===== src/rtl/cla11_shift_add_mul_ctrl_pkg.sv =====
// Shared types and constants for the shift-add multiplier controller.
// Holds the FSM encoding, the shared adder width and the truncation mask helper.
package mul_ctrl_pkg;

    typedef enum logic [1:0] {
        ST_IDLE = 2'd0,
        ST_RUN  = 2'd1,
        ST_DONE = 2'd2
    } state_t;

    localparam int CLA_W = 11;

    // Multiplier bits that survive truncation: bits K..width-1 set, everything else clear.
    function automatic logic [31:0] approx_mask(input int width, input int k);
        return ((32'd1 << width) - 32'd1) & ~((32'd1 << k) - 32'd1);
    endfunction

endpackage


===== src/rtl/cla11_shift_add_mul_ctrl_cla11.sv =====
// 11-bit carry-lookahead adder, carry-in tied low.
// Each carry is the flat OR of every generate term propagated up to it.
module cla11
    import mul_ctrl_pkg::*;
(
    output logic [CLA_W-1:0] sum,
    output logic             cout,
    input  logic [CLA_W-1:0] a,
    input  logic [CLA_W-1:0] b
);

    logic [CLA_W-1:0] g;
    logic [CLA_W-1:0] p;
    logic [CLA_W:0]   c;
    logic             term;

    assign g = a & b;
    assign p = a ^ b;

    always_comb begin
        c    = '0;
        term = 1'b0;
        for (int i = 0; i < CLA_W; i++) begin
            for (int j = 0; j <= i; j++) begin
                term = g[j];
                for (int k = j + 1; k <= i; k++) begin
                    term = term & p[k];
                end
                c[i+1] = c[i+1] | term;
            end
        end
    end

    assign sum  = p ^ c[CLA_W-1:0];
    assign cout = c[CLA_W];

endmodule


===== src/rtl/cla11_shift_add_mul_ctrl.sv =====
// Multi-cycle shift-add multiplier: one conditional add per clock through a shared CLA11.
// H:L is the running product register; L starts as the multiplier and shifts out LSB-first.
module cla11_shift_add_mul_ctrl
    import mul_ctrl_pkg::*;
#(
    parameter int WIDTH    = 6,
    parameter int APPROX_K = 0
) (
    input  logic               clk,
    input  logic               rst_n,
    input  logic               in_valid,
    output logic               in_ready,
    input  logic [WIDTH-1:0]   in_a,
    input  logic [WIDTH-1:0]   in_b,
    output logic               out_valid,
    input  logic               out_ready,
    output logic [2*WIDTH-1:0] out_product,
    output logic               busy
);

    localparam int CNT_W = (WIDTH > 1) ? $clog2(WIDTH) : 1;
    localparam int PAD   = CLA_W - WIDTH;
    localparam int KW    = 1 << CNT_W;
    // Indexed by step count: a clear bit forces that partial product to zero.
    localparam logic [KW-1:0] KEEP = KW'(approx_mask(WIDTH, APPROX_K));

    if (WIDTH < 2 || WIDTH > CLA_W - 1 || APPROX_K < 0 || APPROX_K >= WIDTH) begin : g_bad_params
        $error("cla11_shift_add_mul_ctrl: need 2<=WIDTH<=10 and 0<=APPROX_K<WIDTH");
    end

    state_t             state;
    logic [WIDTH-1:0]   m_q;
    logic [WIDTH-1:0]   h_q;
    logic [WIDTH-1:0]   l_q;
    logic [CNT_W-1:0]   cnt;

    logic               add_bit;
    logic [CLA_W-1:0]   cla_a;
    logic [CLA_W-1:0]   cla_b;
    logic [CLA_W-1:0]   cla_sum;
    logic               cla_cout;
    logic [WIDTH:0]     s;
    logic [WIDTH-1:0]   h_nxt;
    logic [WIDTH-1:0]   l_nxt;
    logic               unused_cla;

    assign in_ready = (state == ST_IDLE);

    assign add_bit = l_q[0] & KEEP[cnt];
    assign cla_a   = {{PAD{1'b0}}, h_q};
    assign cla_b   = add_bit ? {{PAD{1'b0}}, m_q} : '0;

    cla11 u_cla (
        .sum  (cla_sum),
        .cout (cla_cout),
        .a    (cla_a),
        .b    (cla_b)
    );

    // H and M are both < 2^WIDTH, so the sum fits in WIDTH+1 bits and the rest is always zero.
    assign s          = cla_sum[WIDTH:0];
    assign h_nxt      = s[WIDTH:1];
    assign l_nxt      = {s[0], l_q[WIDTH-1:1]};
    assign unused_cla = ^{cla_cout, cla_sum};

    always_ff @(posedge clk or negedge rst_n) begin
        if (!rst_n) begin
            state       <= ST_IDLE;
            m_q         <= '0;
            h_q         <= '0;
            l_q         <= '0;
            cnt         <= '0;
            out_valid   <= 1'b0;
            out_product <= '0;
            busy        <= 1'b0;
        end else begin
            case (state)
                ST_IDLE: begin
                    if (in_valid && in_ready) begin
                        m_q   <= in_a;
                        h_q   <= '0;
                        l_q   <= in_b;
                        cnt   <= '0;
                        busy  <= 1'b1;
                        state <= ST_RUN;
                    end
                end
                ST_RUN: begin
                    h_q <= h_nxt;
                    l_q <= l_nxt;
                    cnt <= cnt + 1'b1;
                    if (cnt == CNT_W'(WIDTH - 1)) begin
                        out_product <= {h_nxt, l_nxt};
                        out_valid   <= 1'b1;
                        state       <= ST_DONE;
                    end
                end
                ST_DONE: begin
                    // Product stays registered after handoff; only the valid drops.
                    if (out_ready) begin
                        out_valid <= 1'b0;
                        busy      <= 1'b0;
                        state     <= ST_IDLE;
                    end
                end
                default: begin
                    out_valid <= 1'b0;
                    busy      <= 1'b0;
                    state     <= ST_IDLE;
                end
            endcase
        end
    end

endmodule


===== config.mk =====
export PLATFORM = sky130hd
export DESIGN_NAME = cla11_shift_add_mul_ctrl
export DESIGN_NICKNAME = d
export VERILOG_FILES = /design/src/rtl/cla11_shift_add_mul_ctrl_pkg.sv /design/src/rtl/cla11_shift_add_mul_ctrl_cla11.sv /design/src/rtl/cla11_shift_add_mul_ctrl.sv
export SDC_FILE = /design/constraint.sdc
export NUM_CORES = 1
export LEC_CHECK = 0
export CAP_MARGIN = 10
export CORE_ASPECT_RATIO = 0.8
export CORE_MARGIN = 5
export CORE_UTILIZATION = 45
export DETAILED_ROUTE_END_ITERATION = 8
export PLACE_DENSITY = 0.7
export SLEW_MARGIN = 20
export SYNTH_ARGS = -nofsm -noshare
export SYNTH_HDL_FRONTEND = slang
export SYNTH_SLANG_ARGS = --single-unit

===== constraint.sdc =====
create_clock -name clk -period 2.71 [get_ports clk]
set_clock_uncertainty 0.05 [all_clocks]
set_input_delay 0.542 -clock clk [delete_from_list [all_inputs] [get_ports clk]]
set_output_delay 0.542 -clock clk [all_outputs]
set_load 0.03 [all_outputs]

# [Word level (Yosys, flattened, before mapping)]
# Memory sizes are Yosys's and may differ from the RTL's.
# Index checks and enable logic that the tools add are counted.
[word_totals] regBits=37 mem_bits_ro=8 input_bits=16 out_inout_bits=15 mem_count=1
[op_classes] add_sub_neg=1 n_lt_le_gt_ge=1 n_eq_ne=6 n_mux=17 n_bitwise=36 n_reduce_logical=9
[mem_list] name="(no name shown)" depth=8 width=1 rd=1 rd_clocked_by_memory_dff=0 write_ports=0 line_no="cla11_shift_add_mul_ctrl.sv:49" source="assign add_bit = l_q[0] & KEEP[cnt];"
[ops] cell="$pmux 6 s2" count=2
[ops] cell="$mux 6" count=3
[ops] cell="$and 1x1->1" count=16
[ops] cell="$or 1x1->1" count=15
[ops] cell="$reduce_and 3->1" count=3
[ops] cell="$xor 7x7->7" count=1
[ops] cell="$and 6x6->6" count=1
[ops] cell="$mux 2" count=3
[ops] cell="$pmux 1 s3" count=2
[ops] cell="$pmux 2 s3" count=1
[ops] cell="$pmux 3 s2" count=1
[ops] cell="$reduce_and 2->1" count=3
[ops] cell="$xor 6x6->6" count=1
[ops] cell="$lt 3x4->1 const B" count=1
[ops] cell="$mux 1" count=4
[ops] cell="$ne 2x2->1 const B" count=2
[ops] cell="$add 3x1->3 const B" count=1
[ops] cell="$eq 3x3->1 const B" count=1
[ops] cell="$mux 3" count=1
[ops] cell="$eq 2x1->1 const B" count=1
[ops] cell="$eq 2x2->1 const B" count=1
[ops] cell="$logic_not 2->1" count=1
[ops] cell="$ne 2x1->1 const B" count=1
[ops] cell="$not 1->1" count=2
[ops] cell="2 further kinds" count=2

# [Depth between registers and ports, before layout]
# Gate-level depths: netlist of run 1.
[logic_depth] ltp_word=17 ltp_mapped=8 mapped_depth_nobuf=8

# [Cells and area by module]
# From an unflattened synthesis of run 1, not the netlist that was laid out.
[unflattened] cells_unflattened=171 hier_area_um2=2024.4
[by_module_without_submodules] mod="cla11_shift_add_mul_ctrl" instances=1 cells_each=121 area_per_inst_um2=1584.0 seq_area_each_um2=925.9
[by_module_without_submodules] mod="cla11" instances=1 cells_each=50 area_per_inst_um2=440.4 seq_area_each_um2=0.0

# [Worst setup path before layout of run 1]
# OpenSTA, ideal clock, no wires.
[synth_timing] path_type="flip-flop to flip-flop" from="register cnt[2]" to="register out_product[11]" arrival_ns=2.102 required_ns=2.536 slack_ns=0.434 stages_incl_launch_ff=9 path_buffers=0 period_less_slack_ns=2.276 path_cell_list="dfrtp_1 a21boi_0 and2_1 ha_1 ha_1 o211ai_1 a21boi_0 o21a_1 o31a_1"
[synth_between] elab_chain_len=16 word_cells_on_any_way=29 classes_between="1 x eq/ne; 2 x mux; 24 x bitwise; 1 x reduce/logical; 1 x memory"
[synth_lines] item="from (decl)" line_no="cla11_shift_add_mul_ctrl.sv:35" source="logic [CNT_W-1:0] cnt;"
[synth_lines] item="from (signal assigned)" line_no="cla11_shift_add_mul_ctrl.sv:91" source="cnt <= cnt + 1'b1;"
[synth_lines] item="$mem_v2 8x1"
[synth_lines] item="$mux 1 (not written as such)" line_no="cla11_shift_add_mul_ctrl.sv:49"
[synth_lines] item="$and 1x1->1" line_no="cla11_shift_add_mul_ctrl.sv:49"
[synth_lines] item="$mux 6" line_no="cla11_shift_add_mul_ctrl.sv:51" source="assign cla_b = add_bit ? {{PAD{1'b0}}, m_q} : '0;"
[synth_lines] item="$and 6x6->6 / $xor 6x6->6 (equally long branches)" line_no="cla11_shift_add_mul_ctrl_cla11.sv:17, cla11_shift_add_mul_ctrl_cla11.sv:18"
[synth_lines] item="$and 1x1->1 (2 in series)" line_no="cla11_shift_add_mul_ctrl_cla11.sv:27" source="term = term & p[k];"
[synth_lines] item="$and 1x1->1"
[synth_lines] item="$and 1x1->1" line_no="cla11_shift_add_mul_ctrl_cla11.sv:27"
[synth_lines] item="$and 1x1->1"
[synth_lines] item="$or 1x1->1 (5 in series)" line_no="cla11_shift_add_mul_ctrl_cla11.sv:29" source="c[i+1] = c[i+1] | term;"
[synth_lines] item="$xor 7x7->7" line_no="cla11_shift_add_mul_ctrl_cla11.sv:34" source="assign sum = p ^ c[CLA_W-1:0];"
[synth_lines] item="to (signal assigned)" line_no="cla11_shift_add_mul_ctrl.sv:93" source="out_product <= {h_nxt, l_nxt};"
[synth_lines] item="to (decl)" line_no="cla11_shift_add_mul_ctrl.sv:17" source="output logic [2*WIDTH-1:0] out_product,"
# Several ways; a longest one is shown, not always the timed one. The select of a mux whose other input is x is not followed.
# A chain may end at the register's enable or synchronous reset.

# [Final worst setup path of run 1]
# Same ends and word-level chain as after synthesis.

==> flow_summary.toml, run 1 <==
[status]
outcome = "finished, final reports clean"

[finish]
fillers = 337
nNetsFinal = 211
drive_gt1_frac = 0.1505
syn_to_final_growth_pct = 24.06
antenna_cells = 0
fin_cells = 241
postLayoutCellArea_um2 = 2187

[timing]
worst_pin_slew_ns = 0.8123
period_minus_slack_ns = 2.375
relSlewSlack = 0.4585
min_period_over_period = 0.8763
rsz0062_at_grt = "no"
hold_ws_ns = 0.2984
max_freq_ghz = 0.4211
slew_viol_final = 0
setup_viol = 0
hold_viol_final = 0
setup_tns_ns = 0
fin_ws_ns = 0.3352

[synth]
synthTopCellsByCount = "37 x dfrtp_1, 25 x nand2_1, 13 x mux2_2, 12 x o21ai_0, 9 x ha_1"
synth_edf_count = 0
postSynthAreaPerCell_um2 = 11.68
synth_nets = 177
async_flop_share = 1.000
syn_inst = 151
synthTopCellsByArea = "dfrtp_1 53%, mux2_2 8.3%, ha_1 6.4%, nand2_1 5.3%, mux2i_1 3.4%"
ys_types = 33
yosys_warnings = 0
synth_area_um2 = 1763
ys_seq_area_frac = 0.5252
synth_top_flop_cell = "dfrtp_1"
synth_top_area_share = 0.5252
yosys.area.top_type = "dfrtp_1"
ys_ff_latch = 37
synth_most_common_cell = "dfrtp_1"

[critical_path]
rrSetupSlack_ns = 0.34
timing.rr.end = "out_product[11]"
start_kind = "flip-flop"
crit_path_end_kind = "flip-flop"
ff2ff_path_depth = 9
path_class = "reg2reg"
crit_required_ns = 2.83
path_max_fanout = 5
arrival_ns = 2.50
worstReg2RegStart = "cnt[2]"

[flow_run]
drv_cap = 0

[clock_network]
cts.clk_slew.worst_paths_ns = 0.07
cts_hold_buf = 0
post_cts_buffers = 0
worstSkewPairLatency_ns = 0.28
clk_path_buf_depth = 2
cts.sinks = 37
cts.repair.resized = 0
cts-htree-levels = 2
ctsRootBufferMaster = "clkbuf_8"
cts_buffers = 5
cts_tree = "done"

[placement]
gp_congestion = 0.8019
portBuffers = 30
place_area_um2 = 2105
dp.cells = 233
dp_slack_ns = 0.3405
dp_hpwl_um = 2449

[min_path]
hp-class = "in2async"

[floorplanning]
fp.dieArea_um2 = 5277
die_h_um = 65.98
start_util = 0.4635
die_w_um = 79.98
core_area_um2 = 3804
ioPinCount = 31
rows = 20

[grt]
grt_max_degree = 38
grt_overflow_total = 0
grt_pass1_wl_um = 5940
antenna_found_initial = 0
grtUsageTotal = 0.1489
grt_pass1_vias = 1330

[power_and_ir_drop]
power_leakage_uw = 0.0009917
power_per_cell_area_nw_per_um2 = 1138
ir_drop_v = 0.0004522

[drt]
num_vias = 1198
wl_per_cell_um = 13.96
drt_first_pass_iters = 4
drc = 0
drt_iter0_drc = 39
totalWireLength_um = 3364
vias_per_cell = 4.971
detail-route-antenna-nets = 0
==> placed cells by master (no fill, tap or decap), types with 2 or more instances in the layout <==
cell / netlist / layout
mux2i_1: 6 / 6
a2bb2oi_1: 3 / 3
clkdlybuf4s50_1: 0 / 29
nor2_1: 3 / 3
nand2b_1: 2 / 2
clkinv_2: 0 / 2
dfrtp_1: 37 / 37
o22ai_1: 5 / 5
a21boi_0: 2 / 2
inv_1: 4 / 4
buf_4: 1 / 3
xnor2_1: 3 / 3
ha_1: 9 / 9
mux2_2: 13 / 13
clkbuf_8: 0 / 5
o21ai_0: 12 / 12
nand2_1: 25 / 25
and2_1: 6 / 6
==> final cells by class <==
class                           count  area, um^2  area share
Clock inverter                      2       10.01    0.004577
Multi-Input combinational cell    104       777.0      0.3553
Timing Repair Buffer               33       317.8      0.1453
Tap cell                           55       68.82     0.03146
Clock buffer                        6       72.57     0.03318
Inverter                            4       15.01    0.006865
Sequential cell                    37       925.9      0.4233
==> worst max-delay path by stage <==
stage           start              end  slack, ns  cells after the start
6_report       cnt[2]  out_product[11]       0.34                      9
4_1_cts        cnt[2]  out_product[11]       0.31                      9
2_1_floorplan  cnt[2]  out_product[11]       0.43                      8
3_5_place_dp   cnt[2]  out_product[11]       0.34                      9
3_3_place_gp   cnt[2]  out_product[11]       0.45                      9
5_1_grt        cnt[2]  out_product[11]       0.11                      8
==> cell families after synthesis <==
logic type                 count (synthesis)  synth area share
and+or+nand+nor                           41            0.1143
xor gates and xnor gates                   4           0.01988
DFF                                       37            0.5252
muxes                                     19            0.1171
adders and majority gates                 10           0.07523
buffers and inverters                     10           0.03690
AOI/OAI and AO/OA                         30            0.1114
==> state kept, by name (all words and copies together) (netlist names) <==
register     cells
cnt              3
out_product     12
busy             1
l_q              6
m_q              6
out_valid        1
h_q              6
state            2
==> stage by stage <==
stage | utilization | total power, uW
finish | 0.5750 | 2488
global route | 0.5750 | 2678
CTS | 0.5750 | 2523
detailed placement | 0.5533 | 2150
global placement | 0.5533 | 2101
floorplan | - | 1759
==> power breakdown <==
group	switching [uW]	internal, uW	leakage, uW
registers	162	796	0.000464
logic	624	542	0.000482
clock network	186	178	0.0000450
==> worst max-delay path, cell delays in order, from the launching register on <==
cell and delay (ns):
dfrtp_1 0.43, a21boi_0 0.14, buf_4 0.17, and2_1 0.15, ha_1 0.21, ha_1 0.22
o211ai_1 0.22, a21boi_0 0.16, o21a_1 0.26, o31a_1 0.25
==> metal layers <==
metal / track usage / share of wire
met3: 0.04087 / 0.035
met4: 0.07806 / 0.024
met1: 0.1802 / 0.47
met2: 0.2417 / 0.47
met5: 0 / 0
Note: power is estimated with default switching activity, not from simulation.
==> run 2, diff against run 1 <==
Settings changed: HOLD_SLACK_MARGIN set to 0.03.
Clock period 2.71 ns to 2.2 ns, I/O delays scaled along.
==> run 2 against run 1 <==
  * Combinational power grew 34%
  * Utilization grew 2.7 points
  * Hold slack lost 0.16 ns
  * Sequential share of layout area shrank 1.9 points
  * First-iteration DRC count grew 23%
  * Critical path type unchanged
==> flow_summary.toml, run 2 (synthesized netlist as in run 1, its figures left out) <==
[finish]
syn_to_final_growth_pct = 29.88
fillers = 320
drive_gt1_frac = 0.2135
antenna_cells = 0
largest_reg_flops = 12
largest-register = "out_product"
fin_cells = 247
nNetsFinal = 217
final_common_cell = "dfrtp_1"
postLayoutCellArea_um2 = 2290
layout_common_cells = "37 x dfrtp_1, 29 x clkdlybuf4s50_1, 25 x nand2_1, 13 x mux2_2, 12 x o21ai_0"

[critical_path]
rrSetupSlack_ns = 0.09
start_kind = "flip-flop"
path_max_fanout = 4
crit_path_end_kind = "flip-flop"
ff2ff_path_depth = 8
arrival_ns = 2.24
worstReg2RegStart = "l_q[0]"
critPathSlowestCell = "dfrtp_1"
crit_required_ns = 2.33
timing.rr.end = "out_product[11]"
path_class = "reg2reg"
slowest_delay_ns = 0.38
crit_chain = "a21boi_4, and2_4, ha_1, ha_2, o211ai_1, a21boi_1, o21a_2, o31a_1"

[min_path]
hp-class = "in2async"

[clock_network]
cts.sinks = 37
cts.clk_slew.worst_paths_ns = 0.07
worstSkewPairLatency_ns = 0.29
cts_tree = "done"
cts_buffers = 5
clk_path_buf_depth = 2
cts-htree-levels = 2
cts_hold_buf = 0
ctsRootBufferMaster = "clkbuf_8"

[grt]
grt_overflow_total = 0
grtUsageTotal = 0.1572
antenna_found_initial = 0
grt_max_degree = 38
grt_pass1_vias = 1360
grt_pass1_wl_um = 6285

[floorplanning]
die_h_um = 65.98
ioPinCount = 31
rows = 20
fp.dieArea_um2 = 5277
die_w_um = 79.98
start_util = 0.4635
core_area_um2 = 3804

[drt]
drt_iter0_drc = 48
wl_per_cell_um = 14.63
vias_per_cell = 5.020
num_vias = 1240
drc = 0
totalWireLength_um = 3613
detail-route-antenna-nets = 0
drt_first_pass_iters = 4

[placement]
dp_hpwl_um = 2467
portBuffers = 30
place_area_um2 = 2147
gp_congestion = 0.7511
dp.cells = 237

[timing]
setup_tns_ns = 0
hold_viol_final = 0
period_minus_slack_ns = 2.111
worst_pin_slew_ns = 0.4685
relSlewSlack = 0.6877
min_period_over_period = 0.9596
max_freq_ghz = 0.4737
setup_viol = 0
slew_viol_final = 0

[flow_run]
drv_cap = 0

[power_and_ir_drop]
pwr-share-seq = 0.360
power.internal_uw = 2007
p_total_uw = 3264
p_sw_uw = 1257
power_leakage_uw = 0.001043
power_per_cell_area_nw_per_um2 = 1426
swShare = 0.3852
pwr-share-clk = 0.160
ir_drop_v = 0.0006518
pwr-share-comb = 0.480

[status]
outcome = "finished, final reports clean"
[run 2: layer usage]
metal	track usage	routed length [um]
met1	0.1889	1612
met2	0.2531	1740
met3	0.05313	177
met4	0.07595	82
met5	0	0
[run 2: power by group through the flow]
stage               combinational, uW  sequential [uW]  clock, uW
floorplan                         806             1360          0
global placement                 1470             1160          0
detailed placement               1530             1180          0
CTS                              1540             1180        532
global route                     1730             1220        573
finish                           1570             1180        521
[run 2: cell type report]
| cell class | instances | area (um^2) | share of cell area |
|---|---|---|---|
| Inverter | 4 | 15.01 | 0.006557 |
| Sequential cell | 37 | 925.9 | 0.4044 |
| Clock buffer | 7 | 96.34 | 0.04208 |
| Tap cell | 55 | 68.82 | 0.03005 |
| Clock inverter | 1 | 5.005 | 0.002186 |
| Multi-Input combinational cell | 104 | 803.3 | 0.3508 |
| Timing Repair Buffer | 39 | 375.4 | 0.1639 |
[run 2: worst max-delay path by stage]
stage	slack, ns	endpoint	startpoint
floorplan	0.02	out_product[11]	cnt[2]
global placement	0.06	out_product[11]	cnt[1]
detailed placement	0.003	h_q[4]	cnt[1]
CTS	0.01	out_product[11]	l_q[0]
global route	-0.02	out_product[11]	cnt[2]
finish	0.09	out_product[11]	l_q[0]
[run 2: what timing repair did]
item,4_1_cts,5_1_grt
gates resized for setup,2,6
endpoints found under the setup margin,2,4
setup buffers,0,2
pin swaps,1,4
[run 2: critical path: cells and delay by family, from the launching register on]
| kind | cells | cell delay, ns |
|---|---|---|
| compound gates | 5 | 0.96 |
| fa+ha+maj | 2 | 0.46 |
| flops | 1 | 0.38 |
| simple gates | 1 | 0.16 |
[run 2: through the flow]
| stage | setup WS [ns] | util | hold slack, ns |
|---|---|---|---|
| finish | 0.08889 | 0.6020 | 0.1364 |
| global route | -0.02401 | 0.6020 | 0.1800 |
| CTS | 0.01182 | 0.5921 | 0.1554 |
| floorplan | 0.01973 | - | 0.09441 |
| detailed placement | 0.003174 | 0.5645 | 0.4225 |
| global placement | 0.05915 | 0.5645 | 0.4111 |
==> run 3, diff against run 2 <==
Settings changed: CTS_CLUSTER_SIZE set to 40.
==> results of run 3 <==
Final layout, timing and power as in run 2 (identical DEF).
